==> src/rtl/axis_wrr_arbiter_if.sv <==
// axis_wrr_arbiter_if
//   Stream bundle around the weighted round-robin arbiter: NUM_CHAN packed
//   slave channels on the fan-in side and one merged master stream on the
//   fan-out side.
// Modports
//   slave  : arbiter view of the per-channel inputs (tvalid/tdata/tlast in, tready out)
//   master : arbiter view of the merged output (tvalid/tdata/tlast/tuser out, tready in)
// Both modports of one instance are normally connected to the same arbiter.
interface axis_wrr_arbiter_if #(
    parameter int unsigned NUM_CHAN   = 6,
    parameter int unsigned DATA_WIDTH = 256,
    parameter int unsigned CW         = 3
);
    logic [NUM_CHAN-1:0]            s_axis_tvalid;
    logic [NUM_CHAN-1:0]            s_axis_tready;
    logic [NUM_CHAN*DATA_WIDTH-1:0] s_axis_tdata;
    logic [NUM_CHAN-1:0]            s_axis_tlast;

    logic                           m_axis_tvalid;
    logic                           m_axis_tready;
    logic [DATA_WIDTH-1:0]          m_axis_tdata;
    logic                           m_axis_tlast;
    logic [CW-1:0]                  m_axis_tuser;

    modport slave (
        input  s_axis_tvalid,
        input  s_axis_tdata,
        input  s_axis_tlast,
        output s_axis_tready
    );

    modport master (
        output m_axis_tvalid,
        output m_axis_tdata,
        output m_axis_tlast,
        output m_axis_tuser,
        input  m_axis_tready
    );
endinterface

==> src/rtl/axis_wrr_arbiter.sv <==
// axis_wrr_arbiter
//   Weighted round-robin scheduler sharing one AXI-stream master among
//   NUM_CHAN slave streams. A grant lasts for cfg_weight packets (tlast mode)
//   or beats (beat mode), then rotates to the next requester above the last
//   grantee. Output data path is fully registered.
// Ports
//   axis_clk    : clock
//   axis_rstn   : asynchronous active-low reset
//   s_axis      : per-channel slave streams (slave modport)
//   m_axis      : merged master stream, tuser = source channel (master modport)
//   cfg_enable  : per-channel arbitration mask, looked at only while idle
//   cfg_weight  : packets/beats per grant per channel, 0 behaves as 1
//   arb_grant   : one-hot current grant, 0 while idle
//   arb_busy    : high while a grant is held
module axis_wrr_arbiter #(
    parameter int unsigned NUM_CHAN       = 6,
    parameter int unsigned DATA_WIDTH     = 256,
    parameter int unsigned WEIGHT_WIDTH   = 4,
    parameter bit          USE_AXIS_TLAST = 1'b1,
    localparam int unsigned CW            = $clog2(NUM_CHAN)
) (
    input  logic                           axis_clk,
    input  logic                           axis_rstn,
    axis_wrr_arbiter_if.slave              s_axis,
    axis_wrr_arbiter_if.master             m_axis,
    input  logic [NUM_CHAN-1:0]            cfg_enable,
    input  logic [NUM_CHAN*WEIGHT_WIDTH-1:0] cfg_weight,
    output logic [NUM_CHAN-1:0]            arb_grant,
    output logic                           arb_busy
);

    typedef enum logic {StIdle, StGrant} state_e;

    state_e                  state_q, state_d;
    logic [NUM_CHAN-1:0]     grant_q, grant_d;
    logic [CW-1:0]           gidx_q, gidx_d;
    logic [CW-1:0]           ptr_q, ptr_d;
    logic [WEIGHT_WIDTH-1:0] cnt_q, cnt_d;
    logic [WEIGHT_WIDTH-1:0] weff_q, weff_d;

    logic                    out_valid_q, out_valid_d;
    logic [DATA_WIDTH-1:0]   out_data_q, out_data_d;
    logic                    out_last_q, out_last_d;
    logic [CW-1:0]           out_user_q, out_user_d;

    logic [NUM_CHAN-1:0]     req;
    logic [NUM_CHAN-1:0]     above_ptr;
    logic [NUM_CHAN-1:0]     req_hi;
    logic [NUM_CHAN-1:0]     req_pick;
    logic [CW-1:0]           sel_idx;
    logic [WEIGHT_WIDTH-1:0] sel_weight;

    logic                    g_valid;
    logic                    g_last;
    logic [DATA_WIDTH-1:0]   g_data;
    logic                    out_free;
    logic                    accept;
    logic                    count_ev;
    logic                    release_grant;
    logic [WEIGHT_WIDTH-1:0] cnt_inc;

    assign req = s_axis.s_axis_tvalid & cfg_enable;

    // Rotating priority: requesters strictly above ptr win first; if none,
    // wrap around to the lowest requester overall.
    always_comb begin
        above_ptr = '0;
        for (int i = 0; i < NUM_CHAN; i++) begin
            above_ptr[i] = (CW'(i) > ptr_q);
        end
        req_hi   = req & above_ptr;
        req_pick = (req_hi != '0) ? req_hi : req;
        sel_idx  = '0;
        for (int i = NUM_CHAN - 1; i >= 0; i--) begin
            if (req_pick[i]) begin
                sel_idx = CW'(i);
            end
        end
        sel_weight = '0;
        for (int i = 0; i < NUM_CHAN; i++) begin
            if (sel_idx == CW'(i)) begin
                sel_weight = cfg_weight[i*WEIGHT_WIDTH +: WEIGHT_WIDTH];
            end
        end
    end

    // Granted-channel mux, AND-OR over the one-hot grant.
    always_comb begin
        g_valid = |(s_axis.s_axis_tvalid & grant_q);
        g_last  = |(s_axis.s_axis_tlast & grant_q);
        g_data  = '0;
        for (int i = 0; i < NUM_CHAN; i++) begin
            g_data = g_data | (s_axis.s_axis_tdata[i*DATA_WIDTH +: DATA_WIDTH]
                               & {DATA_WIDTH{grant_q[i]}});
        end
    end

    assign out_free = ~out_valid_q | m_axis.m_axis_tready;
    assign accept   = (state_q == StGrant) & g_valid & out_free;
    assign count_ev = accept & (g_last | ~USE_AXIS_TLAST);
    assign cnt_inc  = cnt_q + 1'b1;

    always_comb begin
        state_d       = state_q;
        grant_d       = grant_q;
        gidx_d        = gidx_q;
        ptr_d         = ptr_q;
        cnt_d         = cnt_q;
        weff_d        = weff_q;
        release_grant = 1'b0;

        unique case (state_q)
            StIdle: begin
                if (req != '0) begin
                    state_d = StGrant;
                    for (int i = 0; i < NUM_CHAN; i++) begin
                        grant_d[i] = (sel_idx == CW'(i));
                    end
                    gidx_d = sel_idx;
                    cnt_d  = '0;
                    weff_d = (sel_weight == '0) ? WEIGHT_WIDTH'(1) : sel_weight;
                end
            end
            StGrant: begin
                // cnt never wraps: release fires at cnt+1 == weff.
                if (count_ev) begin
                    if (cnt_inc == weff_q) begin
                        release_grant = 1'b1;
                    end else begin
                        cnt_d = cnt_inc;
                    end
                end
                // Beat mode hands the port on as soon as the grantee goes idle.
                if (!USE_AXIS_TLAST && !g_valid) begin
                    release_grant = 1'b1;
                end
                if (release_grant) begin
                    state_d = StIdle;
                    grant_d = '0;
                    ptr_d   = gidx_q;
                    cnt_d   = '0;
                end
            end
            default: begin
                state_d = StIdle;
            end
        endcase
    end

    always_comb begin
        out_valid_d = out_valid_q;
        out_data_d  = out_data_q;
        out_last_d  = out_last_q;
        out_user_d  = out_user_q;
        if (accept) begin
            out_valid_d = 1'b1;
            out_data_d  = g_data;
            out_last_d  = USE_AXIS_TLAST ? g_last : 1'b0;
            out_user_d  = gidx_q;
        end else if (m_axis.m_axis_tready) begin
            out_valid_d = 1'b0;
        end
    end

    always_ff @(posedge axis_clk or negedge axis_rstn) begin
        if (!axis_rstn) begin
            state_q     <= StIdle;
            grant_q     <= '0;
            gidx_q      <= '0;
            ptr_q       <= CW'(NUM_CHAN - 1);
            cnt_q       <= '0;
            weff_q      <= WEIGHT_WIDTH'(1);
            out_valid_q <= 1'b0;
            out_data_q  <= '0;
            out_last_q  <= 1'b0;
            out_user_q  <= '0;
        end else begin
            state_q     <= state_d;
            grant_q     <= grant_d;
            gidx_q      <= gidx_d;
            ptr_q       <= ptr_d;
            cnt_q       <= cnt_d;
            weff_q      <= weff_d;
            out_valid_q <= out_valid_d;
            out_data_q  <= out_data_d;
            out_last_q  <= out_last_d;
            out_user_q  <= out_user_d;
        end
    end

    assign s_axis.s_axis_tready = (state_q == StGrant && out_free) ? grant_q : '0;

    assign m_axis.m_axis_tvalid = out_valid_q;
    assign m_axis.m_axis_tdata  = out_data_q;
    assign m_axis.m_axis_tlast  = out_last_q;
    assign m_axis.m_axis_tuser  = out_user_q;

    assign arb_grant = grant_q;
    assign arb_busy  = (state_q == StGrant);

endmodule

==> src/flat_wrapper.sv <==
// flat-port wrapper written by rule: the top's interface ports become plain ports
module axis_wrr_arbiter_flat 
#(
    parameter int unsigned NUM_CHAN       = 6,
    parameter int unsigned DATA_WIDTH     = 256,
    parameter int unsigned WEIGHT_WIDTH   = 4,
    parameter bit          USE_AXIS_TLAST = 1'b1,
    localparam int unsigned CW            = $clog2(NUM_CHAN)
)
  (axis_clk, axis_rstn, cfg_enable, cfg_weight, arb_grant, arb_busy, s_axis_s_axis_tvalid, s_axis_s_axis_tdata, s_axis_s_axis_tlast, s_axis_s_axis_tready, m_axis_m_axis_tvalid, m_axis_m_axis_tdata, m_axis_m_axis_tlast, m_axis_m_axis_tuser, m_axis_m_axis_tready);
  axis_wrr_arbiter_if #(.NUM_CHAN(NUM_CHAN), .DATA_WIDTH(DATA_WIDTH), .CW(($clog2(NUM_CHAN)))) s_axis_i ();
  axis_wrr_arbiter_if #(.NUM_CHAN(NUM_CHAN), .DATA_WIDTH(DATA_WIDTH), .CW(($clog2(NUM_CHAN)))) m_axis_i ();
  input  logic axis_clk;
  input  logic axis_rstn;
  input  logic [NUM_CHAN-1:0] cfg_enable;
  input  logic [NUM_CHAN*WEIGHT_WIDTH-1:0] cfg_weight;
  output logic [NUM_CHAN-1:0] arb_grant;
  output logic arb_busy;
  input wire logic [$bits(s_axis_i.s_axis_tvalid)-1:0] s_axis_s_axis_tvalid;
  input wire logic [$bits(s_axis_i.s_axis_tdata)-1:0] s_axis_s_axis_tdata;
  input wire logic [$bits(s_axis_i.s_axis_tlast)-1:0] s_axis_s_axis_tlast;
  output wire logic [$bits(s_axis_i.s_axis_tready)-1:0] s_axis_s_axis_tready;
  output wire logic [$bits(m_axis_i.m_axis_tvalid)-1:0] m_axis_m_axis_tvalid;
  output wire logic [$bits(m_axis_i.m_axis_tdata)-1:0] m_axis_m_axis_tdata;
  output wire logic [$bits(m_axis_i.m_axis_tlast)-1:0] m_axis_m_axis_tlast;
  output wire logic [$bits(m_axis_i.m_axis_tuser)-1:0] m_axis_m_axis_tuser;
  input wire logic [$bits(m_axis_i.m_axis_tready)-1:0] m_axis_m_axis_tready;
  assign s_axis_i.s_axis_tvalid = s_axis_s_axis_tvalid;
  assign s_axis_i.s_axis_tdata = s_axis_s_axis_tdata;
  assign s_axis_i.s_axis_tlast = s_axis_s_axis_tlast;
  assign s_axis_s_axis_tready = s_axis_i.s_axis_tready;
  assign m_axis_m_axis_tvalid = m_axis_i.m_axis_tvalid;
  assign m_axis_m_axis_tdata = m_axis_i.m_axis_tdata;
  assign m_axis_m_axis_tlast = m_axis_i.m_axis_tlast;
  assign m_axis_m_axis_tuser = m_axis_i.m_axis_tuser;
  assign m_axis_i.m_axis_tready = m_axis_m_axis_tready;
  axis_wrr_arbiter #(.NUM_CHAN(NUM_CHAN), .DATA_WIDTH(DATA_WIDTH), .WEIGHT_WIDTH(WEIGHT_WIDTH), .USE_AXIS_TLAST(USE_AXIS_TLAST)) u_core (.axis_clk(axis_clk), .axis_rstn(axis_rstn), .s_axis(s_axis_i), .m_axis(m_axis_i), .cfg_enable(cfg_enable), .cfg_weight(cfg_weight), .arb_grant(arb_grant), .arb_busy(arb_busy));
endmodule
==> config.mk <==
export PLATFORM = sky130hd
export DESIGN_NAME = axis_wrr_arbiter_flat
export DESIGN_NICKNAME = d
export VERILOG_FILES = /design/src/rtl/axis_wrr_arbiter_if.sv /design/src/rtl/axis_wrr_arbiter.sv /design/src/flat_wrapper.sv
export SDC_FILE = /design/constraint.sdc
export NUM_CORES = 1
export LEC_CHECK = 0
export CAP_MARGIN = 40
export CELL_PAD_IN_SITES_DETAIL_PLACEMENT = 1
export CELL_PAD_IN_SITES_GLOBAL_PLACEMENT = 2
export CORE_AREA = 2 2 717 719
export CTS_CLUSTER_DIAMETER = 80
export DETAILED_ROUTE_END_ITERATION = 7
export DIE_AREA = 0 0 719 721
export PLACE_DENSITY_LB_ADDON = 0.1
export SYNTH_ARGS = -nofsm -noshare
export SYNTH_HDL_FRONTEND = slang
export SYNTH_SLANG_ARGS = --single-unit
==> constraint.sdc <==
create_clock -name axis_clk -period 2.62 [get_ports axis_clk]
set_input_delay 0.524 -clock axis_clk [delete_from_list [all_inputs] [get_ports axis_clk]]
set_output_delay 0.524 -clock axis_clk [all_outputs]
set_load 0.005 [all_outputs]
# Yosys cells after proc, flatten, opt, wreduce, memory -nomap -nowiden
# Cells that the tools add are included.
[classes] reduce_logical=12 muxes=31 bitwise=21 eq_ne=10 addsub=1 magnitude_cmp=6
[ops] operator="bitwise AND 256 bit" count=6
[ops] operator="OR 256 bit" count=5
[ops] operator="2-to-1 mux 4 bit" count=11
[ops] operator="bitwise AND 6 bit" count=4
[ops] operator="2-to-1 mux 6 bit" count=4
[ops] operator="2-to-1 mux 3 bit" count=6
[ops] operator="case mux 6 bit (2 select lines)" count=1
[ops] operator="nonzero test 6 bit" count=2
[ops] operator="OR reduction 6 bit" count=2
[ops] operator="case mux 4 bit (2 select lines)" count=1
[ops] operator="2-to-1 mux 1 bit" count=7
[ops] operator="equality test 3 x 2 -> 1 bit, second input constant" count=2
[ops] operator="equality test 3 bit, second input constant" count=2
[ops] operator="greater-than comparator 1 x 3 -> 1 bit, first input constant" count=2
[ops] operator="greater-than comparator 2 x 3 -> 1 bit, first input constant" count=2
[ops] operator="greater-than comparator 3 bit, first input constant" count=2
[ops] operator="!= test 3 bit, second input constant" count=2
[ops] operator="AND reduction 2 bit" count=3
[ops] operator="adder 4 x 1 -> 4 bit, second input constant" count=1
[ops] operator="equality test 4 bit" count=1
[ops] operator="logical NOT 4 bit" count=1
[ops] operator="bitwise AND 1 bit" count=3
[ops] operator="equality test 3 x 1 -> 1 bit, second input constant" count=1
[ops] operator="logical NOT 3 bit" count=1
[ops] operator="8 further kinds" count=9
[word_totals] word_cells=91 ff_bits=282

# Longest topological paths before layout
# Gate-level depths: netlist of the first run.
[depth] depth_word=19 depth_mapped=9

# Least setup slack after synthesis of the first run
# No wires, ideal clock.
[synth_path] kind="input to register" start="input s_axis_s_axis_tvalid[3]" end="register u_core.weff_q[3]" cell_stages=8 arrival_time_ps=2163 setup_slack_ps=333 required_time_ps=2495 setup_time_ps=125 path_cell_list="nand2_1 -> or3_4 -> a31o_1 -> buf_6 -> or2_0 -> a221oi_1 -> o21ai_1 -> mux2_2"
[synth_via] elab_chain_cells=19 word_cells_on_any_way=26 classes_between="5 x eq/ne; 14 x mux; 2 x bitwise; 5 x reduce/logical"
[synth_lines] element="start, declared" line_no="flat_wrapper.sv:19" rtl="input wire logic [$bits(s_axis_i.s_axis_tvalid)-1:0] s_axis_s_axis_tvalid;"
[synth_lines] element="bitwise AND 6 bit (*)" line_no="axis_wrr_arbiter.sv:62" rtl="assign req = s_axis.s_axis_tvalid & cfg_enable;"
[synth_lines] element="bitwise AND 6 bit" line_no="axis_wrr_arbiter.sv:71" rtl="req_hi = req & above_ptr;"
[synth_lines] element="nonzero test 6 bit" line_no="axis_wrr_arbiter.sv:72" rtl="req_pick = (req_hi != '0) ? req_hi : req;"
[synth_lines] element="2-to-1 mux 6 bit" line_no="axis_wrr_arbiter.sv:72"
[synth_lines] element="2-to-1 mux 3 bit (6 in series)" line_no="axis_wrr_arbiter.sv:75" rtl="if (req_pick[i]) begin"
[synth_lines] element="logical NOT 3 bit" line_no="axis_wrr_arbiter.sv:81" rtl="if (sel_idx == CW'(i)) begin"
[synth_lines] element="2-to-1 mux 4 bit (6 in series)" line_no="axis_wrr_arbiter.sv:81"
[synth_lines] element="logical NOT 4 bit" line_no="axis_wrr_arbiter.sv:121" rtl="weff_d = (sel_weight == '0) ? WEIGHT_WIDTH'(1) : sel_weight;"
[synth_lines] element="2-to-1 mux 4 bit" line_no="axis_wrr_arbiter.sv:121"
[synth_lines] element="end signal, assigned" line_no="axis_wrr_arbiter.sv:183" rtl="weff_q <= weff_d;"
[synth_lines] element="end, declared" line_no="axis_wrr_arbiter.sv:39" rtl="logic [WEIGHT_WIDTH-1:0] weff_q, weff_d;"
# Mark *: on every way between the ends. The rest lies on a longest branch, timed or not.
# A chain may end at the register's enable or synchronous reset.

# Final worst setup path of the first run
[layout_path] start="register u_core.grant_q[2], in the netlist u_core.arb_grant[2]" end="register u_core.out_data_q[193], in the netlist u_core.m_axis.m_axis_tdata[193]"
[layout_via] elab_chain_cells=5 word_cells_on_any_way=9 classes_between="8 x bitwise; 1 x reduce/logical"
[layout_lines] element="start, declared" line_no="axis_wrr_arbiter.sv:35" rtl="logic [NUM_CHAN-1:0] grant_q, grant_d;"
[layout_lines] element="start signal, assigned" line_no="axis_wrr_arbiter.sv:179" rtl="grant_q <= grant_d;"
[layout_lines] element="bitwise AND 256 bit" line_no="axis_wrr_arbiter.sv:94" rtl="& {DATA_WIDTH{grant_q[i]}});"
[layout_lines] element="OR 256 bit (4 in series)" line_no="axis_wrr_arbiter.sv:93" rtl="g_data = g_data | (s_axis.s_axis_tdata[i*DATA_WIDTH +: DATA_WIDTH]"
[layout_lines] element="end signal, assigned" line_no="axis_wrr_arbiter.sv:185" rtl="out_data_q <= out_data_d;"
[layout_lines] element="end, declared" line_no="axis_wrr_arbiter.sv:42" rtl="logic [DATA_WIDTH-1:0] out_data_q, out_data_d;"
# Parallel ways exist; a longest one is shown, timed or not.

==> results.json, run 1 <==
{
  "status": "completed",
  "synth-seq-cells": 282,
  "clk_path_buf_depth": 4,
  "critPathKind": "register to register",
  "track_usage": 0.135,
  "timing.fmax_ghz": 0.388,
  "dp_hpwl_um": 313000,
  "drtIter0Drc": 1481,
  "p_sw_frac": 0.458,
  "p_comb_frac": 0.652,
  "gp_congestion": 0.837,
  "synthArstFlopShare": 1.00,
  "die-height_um": 721,
  "holdWs_ns": 0.269,
  "htree_levels": 3,
  "cp.arrival_ns": 3.20,
  "cts-root-buf": "clkbuf_16",
  "p_leak_nw": 18.8,
  "synth_top_area_frac": 0.381,
  "min_path_type": "input pin to async pin",
  "setup_violations": 0,
  "cts.sinks": 282,
  "required_ns": 3.25,
  "rsz0062_at_grt": "yes",
  "fin_crit_sh": 0.983,
  "pwr-share-seq": 0.151,
  "clockPowerShare": 0.197,
  "dieArea_um2": 518000,
  "die_w_um": 719,
  "grt_overflow": 0,
  "grt_max_degree": 63,
  "p_per_area_nw_per_um2": 958,
  "n_fill_cell": 59800,
  "yosysWarnings": 0,
  "core_area_um2": 511000,
  "postRouteAntennaNets": 0,
  "end_kind": "register",
  "skew_ns": 0.0325,
  "vias_per_cell": 2.69,
  "routedWlPerCell_um": 32.6,
  "ioPinCount": 1855,
  "clk_pin_slew_ns": 0.05,
  "syn_area_um2": 18300,
  "areaGrowthSynthToFinish_pct": 190,
  "yosysMostFrequentCell": "nand2_1",
  "ff2ff_setup_slack_ns": 0.04,
  "synth-main-ff-cell": "dfrtp_1",
  "start_util": 0.0358,
  "syn_inst": 2193,
  "worstPathCellList": "buf_4 -> buf_6 -> buf_6 -> buf_12 -> buf_6 -> a22oi_1 -> buf_4 -> nand2_1 -> a221oi_1 -> o21ai_0",
  "start_kind": "register",
  "cts_tree": "done",
  "ir_drop_uv": 351,
  "portBuffers": 1854,
  "hold_viol_final": 0,
  "crit_path_max_incr_delay_ns": 0.48,
  "drc_errors": 0,
  "post-route-min-period_ns": 2.58,
  "timing.max_cap.violations": 0,
  "slowest_stage": "dfrtp_4",
  "antenna_found_initial": 325,
  "syn_nets": 3775,
  "ys_top_cells_by_count": "533 x nand2_1, 519 x a22oi_1, 279 x dfrtp_1",
  "cp_common_cell": "buf_6",
  "worst_pin_slew_ns": 0.719,
  "relSlewSlack": 0.521,
  "crit_fanout": 28,
  "yosysTopAreaCell": "dfrtp_1",
  "clk_latency_ns": 0.77,
  "synth_area_leaders": "dfrtp_1 38%, a22oi_1 21%, a221oi_1 12%, nand2_1 11%, o21ai_0 7.1%",
  "first_pass_iters": 5,
  "drv_slew": 0,
  "drive_gt1_frac": 0.174,
  "synth_cell_types": 62,
  "p_total_w": 0.0509,
  "syn_avg_cell_area_um2": 8.35,
  "grt_pass1_vias": 32400,
  "drt-total-wl_um": 366000,
  "numCtsBuffers": 73,
  "fin_nets": 5959,
  "rows": 263,
  "p_switching_w": 0.0233,
  "grt_pass1_wl_um": 439000,
  "seq_area_frac_synth": 0.385,
  "num_vias": 30200,
  "intPower_w": 0.0276,
  "synth_edf_count": 0
}
## metrics by stage
stage	TNS [ns]	utilization	cell area [µm²]	cells	setup WS [ns]
after floorplan	0	-	18300	2193	0.333
after global placement	-145.01	0.0945	48300	11000	-0.833
after detailed placement	-137.94	0.0945	48300	11000	-0.786
after CTS	-1.72	0.103	52600	11200	-0.235
after global routing	-0.0162	0.104	53000	11200	-0.00584
final	0	0.104	53100	11200	0.0445
## final cells by class
class | count | area [µm²] | area share
multi-input cells | 1670 | 11100 | 0.210
well taps | 6757 | 8450 | 0.159
flip-flops and latches | 282 | 7090 | 0.133
diodes | 50 | 125 | 0.00235
repair buffers | 2347 | 23800 | 0.448
clock inverters | 32 | 478 | 0.00900
clock buffers | 94 | 2020 | 0.0379
inverters | 3 | 11.3 | 0.000212
## cells in the final DEF, fill, tap and decap left out, types with 11 or more instances in the layout
cell,count
a221oi_2,39
o21ai_0,235
buf_12,53
a22oi_2,65
diode_2,50
bufinv_16,11
nand2_1,533
clkbuf_16,78
clkdlybuf4s50_1,1833
clkbuf_8,11
buf_16,23
dfrtp_1,271
buf_4,378
buf_6,22
a22oi_1,455
a221oi_1,211
o21ai_1,28
## metal layers
layer | global-route usage | share of wire | vias to the layer above | wire length [µm]
met5 | 0 | 0.0019 | - | 691
met1 | 0.154 | 0.40 | 14800 | 145000
li1 | - | - | 13100 | -
met2 | 0.250 | 0.51 | 1581 | 188000
met4 | 0.0166 | 0.016 | 110 | 5780
met3 | 0.0431 | 0.072 | 595 | 26200
## logic make-up after synthesis
family                     Yosys count  share of synthesized area
AOI/OAI and AO/OA                 1083                      0.429
DFF                                282                      0.385
muxes                               13                    0.00779
and+or+nand+nor                    567                      0.123
adders and majority gates            1                   0.000683
xor gates and xnor gates             6                    0.00287
buffers and inverters              241                     0.0516
## sequential cells by signal, summed over array words and instances (netlist names)
name                         count
u_core.m_axis.m_axis_tvalid      1
u_core.m_axis.m_axis_tuser       3
u_core.m_axis.m_axis_tlast       1
u_core.gidx_q                    3
u_core.m_axis.m_axis_tdata     256
u_core.ptr_q                     3
u_core.weff_q                    4
u_core.cnt_q                     4
u_core.arb_busy                  1
u_core.arb_grant                 6
## power groups by stage
stage / clock [W] / combinational [W] / sequential, W
after floorplan: 0 / 0.00950 / 0.00749
final: 0.0100 / 0.0332 / 0.00771
after CTS: 0.0106 / 0.0343 / 0.00782
after global placement: 0 / 0.0309 / 0.00803
after global routing: 0.0107 / 0.0362 / 0.00802
after detailed placement: 0 / 0.0310 / 0.00801
## worst paths after layout
check | depth (start not counted) | endpoint | start
max reg2reg | 10 | u_core.m_axis.m_axis_tdata[193]$_DFFE_PN0P_ | u_core.arb_grant[2]$_DFFE_PN0P_
min | 2 | u_core.m_axis.m_axis_tdata[101]$_DFFE_PN0P_ | axis_rstn
min reg2reg | 2 | u_core.m_axis.m_axis_tdata[29]$_DFFE_PN0P_ | u_core.m_axis.m_axis_tdata[29]$_DFFE_PN0P_
min in group axis_clk | 3 | u_core.m_axis.m_axis_tdata[168]$_DFFE_PN0P_ | s_axis_s_axis_tdata[1448]
max in group asynchronous | 3 | u_core.m_axis.m_axis_tdata[190]$_DFFE_PN0P_ | axis_rstn
max | 10 | u_core.m_axis.m_axis_tdata[193]$_DFFE_PN0P_ | u_core.arb_grant[2]$_DFFE_PN0P_
## repair_timing
action,CTS,global route
gates cloned,15,5
hold buffers,1,0
buffers inserted,53,10
endpoints found under the setup margin,82,177
pin swaps,9,16
hold endpoints to repair,29,0
resized for setup,210,45
## critical path, delay by kind of cell (launching register included)
kind | cells | cell delay, ns
buffers and inverters | 6 | 1.00
flip-flops | 1 | 0.48
AND/OR/NAND/NOR | 1 | 0.06
AO/OA/AOI/OAI | 3 | 0.77
Power figures use the tool's default switching activity.
==> run 2, diff against run 1 <==
--- a/config.mk
+++ b/config.mk
@@ -13,6 +13,7 @@
 export DETAILED_ROUTE_END_ITERATION = 7
 export DIE_AREA = 0 0 719 721
 export PLACE_DENSITY_LB_ADDON = 0.1
+export SLEW_MARGIN = 20
 export SYNTH_ARGS = -nofsm -noshare
 export SYNTH_HDL_FRONTEND = slang
 export SYNTH_SLANG_ARGS = --single-unit
==> results of run 2 <==
The final DEF is identical to that of run 1; final timing and power are the same.
==> run 3, diff against run 2 <==
--- a/config.mk
+++ b/config.mk
@@ -8,10 +8,10 @@
 export CAP_MARGIN = 40
 export CELL_PAD_IN_SITES_DETAIL_PLACEMENT = 1
 export CELL_PAD_IN_SITES_GLOBAL_PLACEMENT = 2
-export CORE_AREA = 2 2 717 719
+export CORE_AREA = 2 2 714 716
 export CTS_CLUSTER_DIAMETER = 80
 export DETAILED_ROUTE_END_ITERATION = 7
-export DIE_AREA = 0 0 719 721
+export DIE_AREA = 0 0 716 718
 export PLACE_DENSITY_LB_ADDON = 0.1
 export SLEW_MARGIN = 20
 export SYNTH_ARGS = -nofsm -noshare
==> constraint.sdc (replaced) <==
create_clock -name axis_clk -period 3.1 [get_ports axis_clk]
set_input_delay 0.31 -clock axis_clk [delete_from_list [all_inputs] [get_ports axis_clk]]
set_output_delay 0.31 -clock axis_clk [all_outputs]
set_load 0.005 [all_outputs]
==> run 3 against run 2 <==
Against the previous run:
- core utilization fell by 0.63 points
- largest cell class unchanged
- power down 25%
- cell count is 2.2% lower
- sequential power down 15%
- largest power group unchanged
- setup slack better by 0.15 ns
- die area is 0.83% lower
- clock power shrank 17%
==> results.json, run 3 (same netlist as run 1, synthesis figures left out) <==
{
  "postRouteAntennaNets": 0,
  "ioPinCount": 1855,
  "start_kind": "register",
  "relSlewSlack": 0.412,
  "core_area_um2": 507000,
  "place_ws_ns": -0.0945,
  "cp-startpoint": "u_core.arb_grant[4]$_DFFE_PN0P_",
  "ff2ff_setup_slack_ns": 0.26,
  "cts-root-buf": "clkbuf_16",
  "areaGrowthSynthToFinish_pct": 170,
  "clk_pin_slew_ns": 0.05,
  "cp.arrival_ns": 2.60,
  "die-height_um": 718,
  "cp-endpoint": "s_axis_s_axis_tready[4]",
  "ir_drop_uv": 299,
  "clk_path_buf_depth": 4,
  "vias_per_cell": 2.66,
  "fin_nets": 5737,
  "grt_use_met2": 0.251,
  "instances_no_fill": 11000,
  "grt_pass1_wl_um": 425000,
  "p_per_area_nw_per_um2": 770,
  "die_w_um": 716,
  "grt_overflow": 0,
  "hold_viol_final": 0,
  "use_met1": 0.140,
  "post-route-min-period_ns": 2.91,
  "crit_fanout": 40,
  "dieArea_um2": 514000,
  "htree_levels": 3,
  "antenna_found_initial": 358,
  "rr_startpoint": "u_core.arb_grant[2]$_DFFE_PN0P_",
  "numCtsBuffers": 75,
  "p_leak_nw": 17.1,
  "num_vias": 29200,
  "end_kind": "output pin",
  "grt_pass1_vias": 31300,
  "setup_violations": 0,
  "drive_gt1_frac": 0.101,
  "drc_errors": 0,
  "fin_ws_ns": 0.195,
  "clk_latency_ns": 0.76,
  "critPathKind": "register to output pin",
  "gp_congestion": 0.824,
  "cts.sinks": 282,
  "largest_reg_flops": 256,
  "min_path_type": "input pin to async pin",
  "track_usage": 0.132,
  "rows": 262,
  "status": "completed",
  "skew_ns": 0.0264,
  "timing.fmax_ghz": 0.344,
  "drt-total-wl_um": 351000,
  "cts_tree": "done",
  "timing.max_cap.violations": 0,
  "mostFrequentLayoutCell": "clkdlybuf4s50_1",
  "portBuffers": 1854,
  "routedWlPerCell_um": 32.0,
  "required_ns": 2.79,
  "busiest_layer": "met2",
  "dp_hpwl_um": 310000,
  "drtIter0Drc": 1361,
  "first_pass_iters": 5,
  "reg2reg_depth": 8,
  "rsz0062_at_grt": "no",
  "drv_slew": 0,
  "r2r_end": "u_core.m_axis.m_axis_tdata[202]$_DFFE_PN0P_",
  "fin_crit_sh": 0.937,
  "dp.cells": 10800,
  "tns_ns": 0,
  "grt_max_degree": 81,
  "start_util": 0.0361,
  "layout_common_cells": "1850 x clkdlybuf4s50_1, 533 x nand2_1, 519 x a22oi_1",
  "worst_pin_slew_ns": 0.882,
  "use_met3": 0.0476
}
==> run 3: cell types whose count changed in the layout (fill, tap and decap cells not counted), moves of 22 or more <==
| cell | before | now |
|---|---|---|
| o21ai_0 | 235 | 261 |
| a221oi_2 | 39 | 0 |
| a22oi_1 | 455 | 519 |
| buf_4 | 378 | 230 |
| a221oi_1 | 211 | 258 |
| a22oi_2 | 65 | 1 |
| buf_16 | 23 | 1 |
| o21ai_1 | 28 | 2 |
==> run 3: what timing repair did <==
action | CTS | global route
hold buffers | 1 | 0
endpoints found under the hold margin | 90 | 0
resized for setup | 2 | 0
endpoints found under the setup margin | 4 | 0
setup buffers | 3 | 0
==> run 3: area by class of cell <==
type                            count  area, µm²
Fill cell                       59600     458000
Timing Repair Buffer             2123      21100
Multi-Input combinational cell   1670      10300
Tap cell                         6732       8420
Sequential cell                   282       7080
Clock buffer                       90       2050
Clock inverter                     38        427
Antenna cell                       52        130
Inverter                            3       11.3
==> run 3: worst max-delay path, stage by stage, from the launching register on <==
cell and delay (ns):
dfrtp_4 0.45, buf_12 0.18, buf_16 0.26, buf_6 0.19
and3_1 0.15, clkdlybuf4s50_1 0.53
==> run 3: stage by stage <==
step | hold WS, ns | total power [W] | cell area, µm² | utilization
finish | 0.111 | 0.0381 | 49500 | 0.0977
global placement | 0.323 | 0.0312 | 46900 | 0.0924
global route | 0.0836 | 0.0414 | 49400 | 0.0974
floorplan | 0.0144 | 0.0144 | 18300 | -
detailed placement | 0.326 | 0.0313 | 46900 | 0.0924
CTS | 0.0503 | 0.0402 | 49400 | 0.0974
==> run 3: worst min path at each step <==
stage                         start                                          to  slack [ns]
after global placement    axis_rstn  u_core.m_axis.m_axis_tdata[97]$_DFFE_PN0P_        0.32
after detailed placement  axis_rstn  u_core.m_axis.m_axis_tdata[97]$_DFFE_PN0P_        0.33
final                     axis_rstn  u_core.m_axis.m_axis_tdata[97]$_DFFE_PN0P_        0.11
after global routing      axis_rstn  u_core.m_axis.m_axis_tdata[97]$_DFFE_PN0P_        0.08
after CTS                 axis_rstn  u_core.m_axis.m_axis_tdata[97]$_DFFE_PN0P_        0.05
after floorplan           axis_rstn                   u_core.arb_busy$_DFF_PN0_        0.01
==> run 3: power breakdown <==
group / switching [W] / total (W) / internal, W
clock network: 0.00297 / 0.00829 / 0.00533
registers: 0.00113 / 0.00652 / 0.00539
logic: 0.0136 / 0.0233 / 0.00966
==> run 3: routing by layer <==
| layer | share of wire | up-vias |
|---|---|---|
| li1 | - | 12600 |
| met1 | 0.37 | 14200 |
| met2 | 0.53 | 1569 |
| met3 | 0.085 | 669 |
| met4 | 0.019 | 164 |
| met5 | 0.0030 | - |
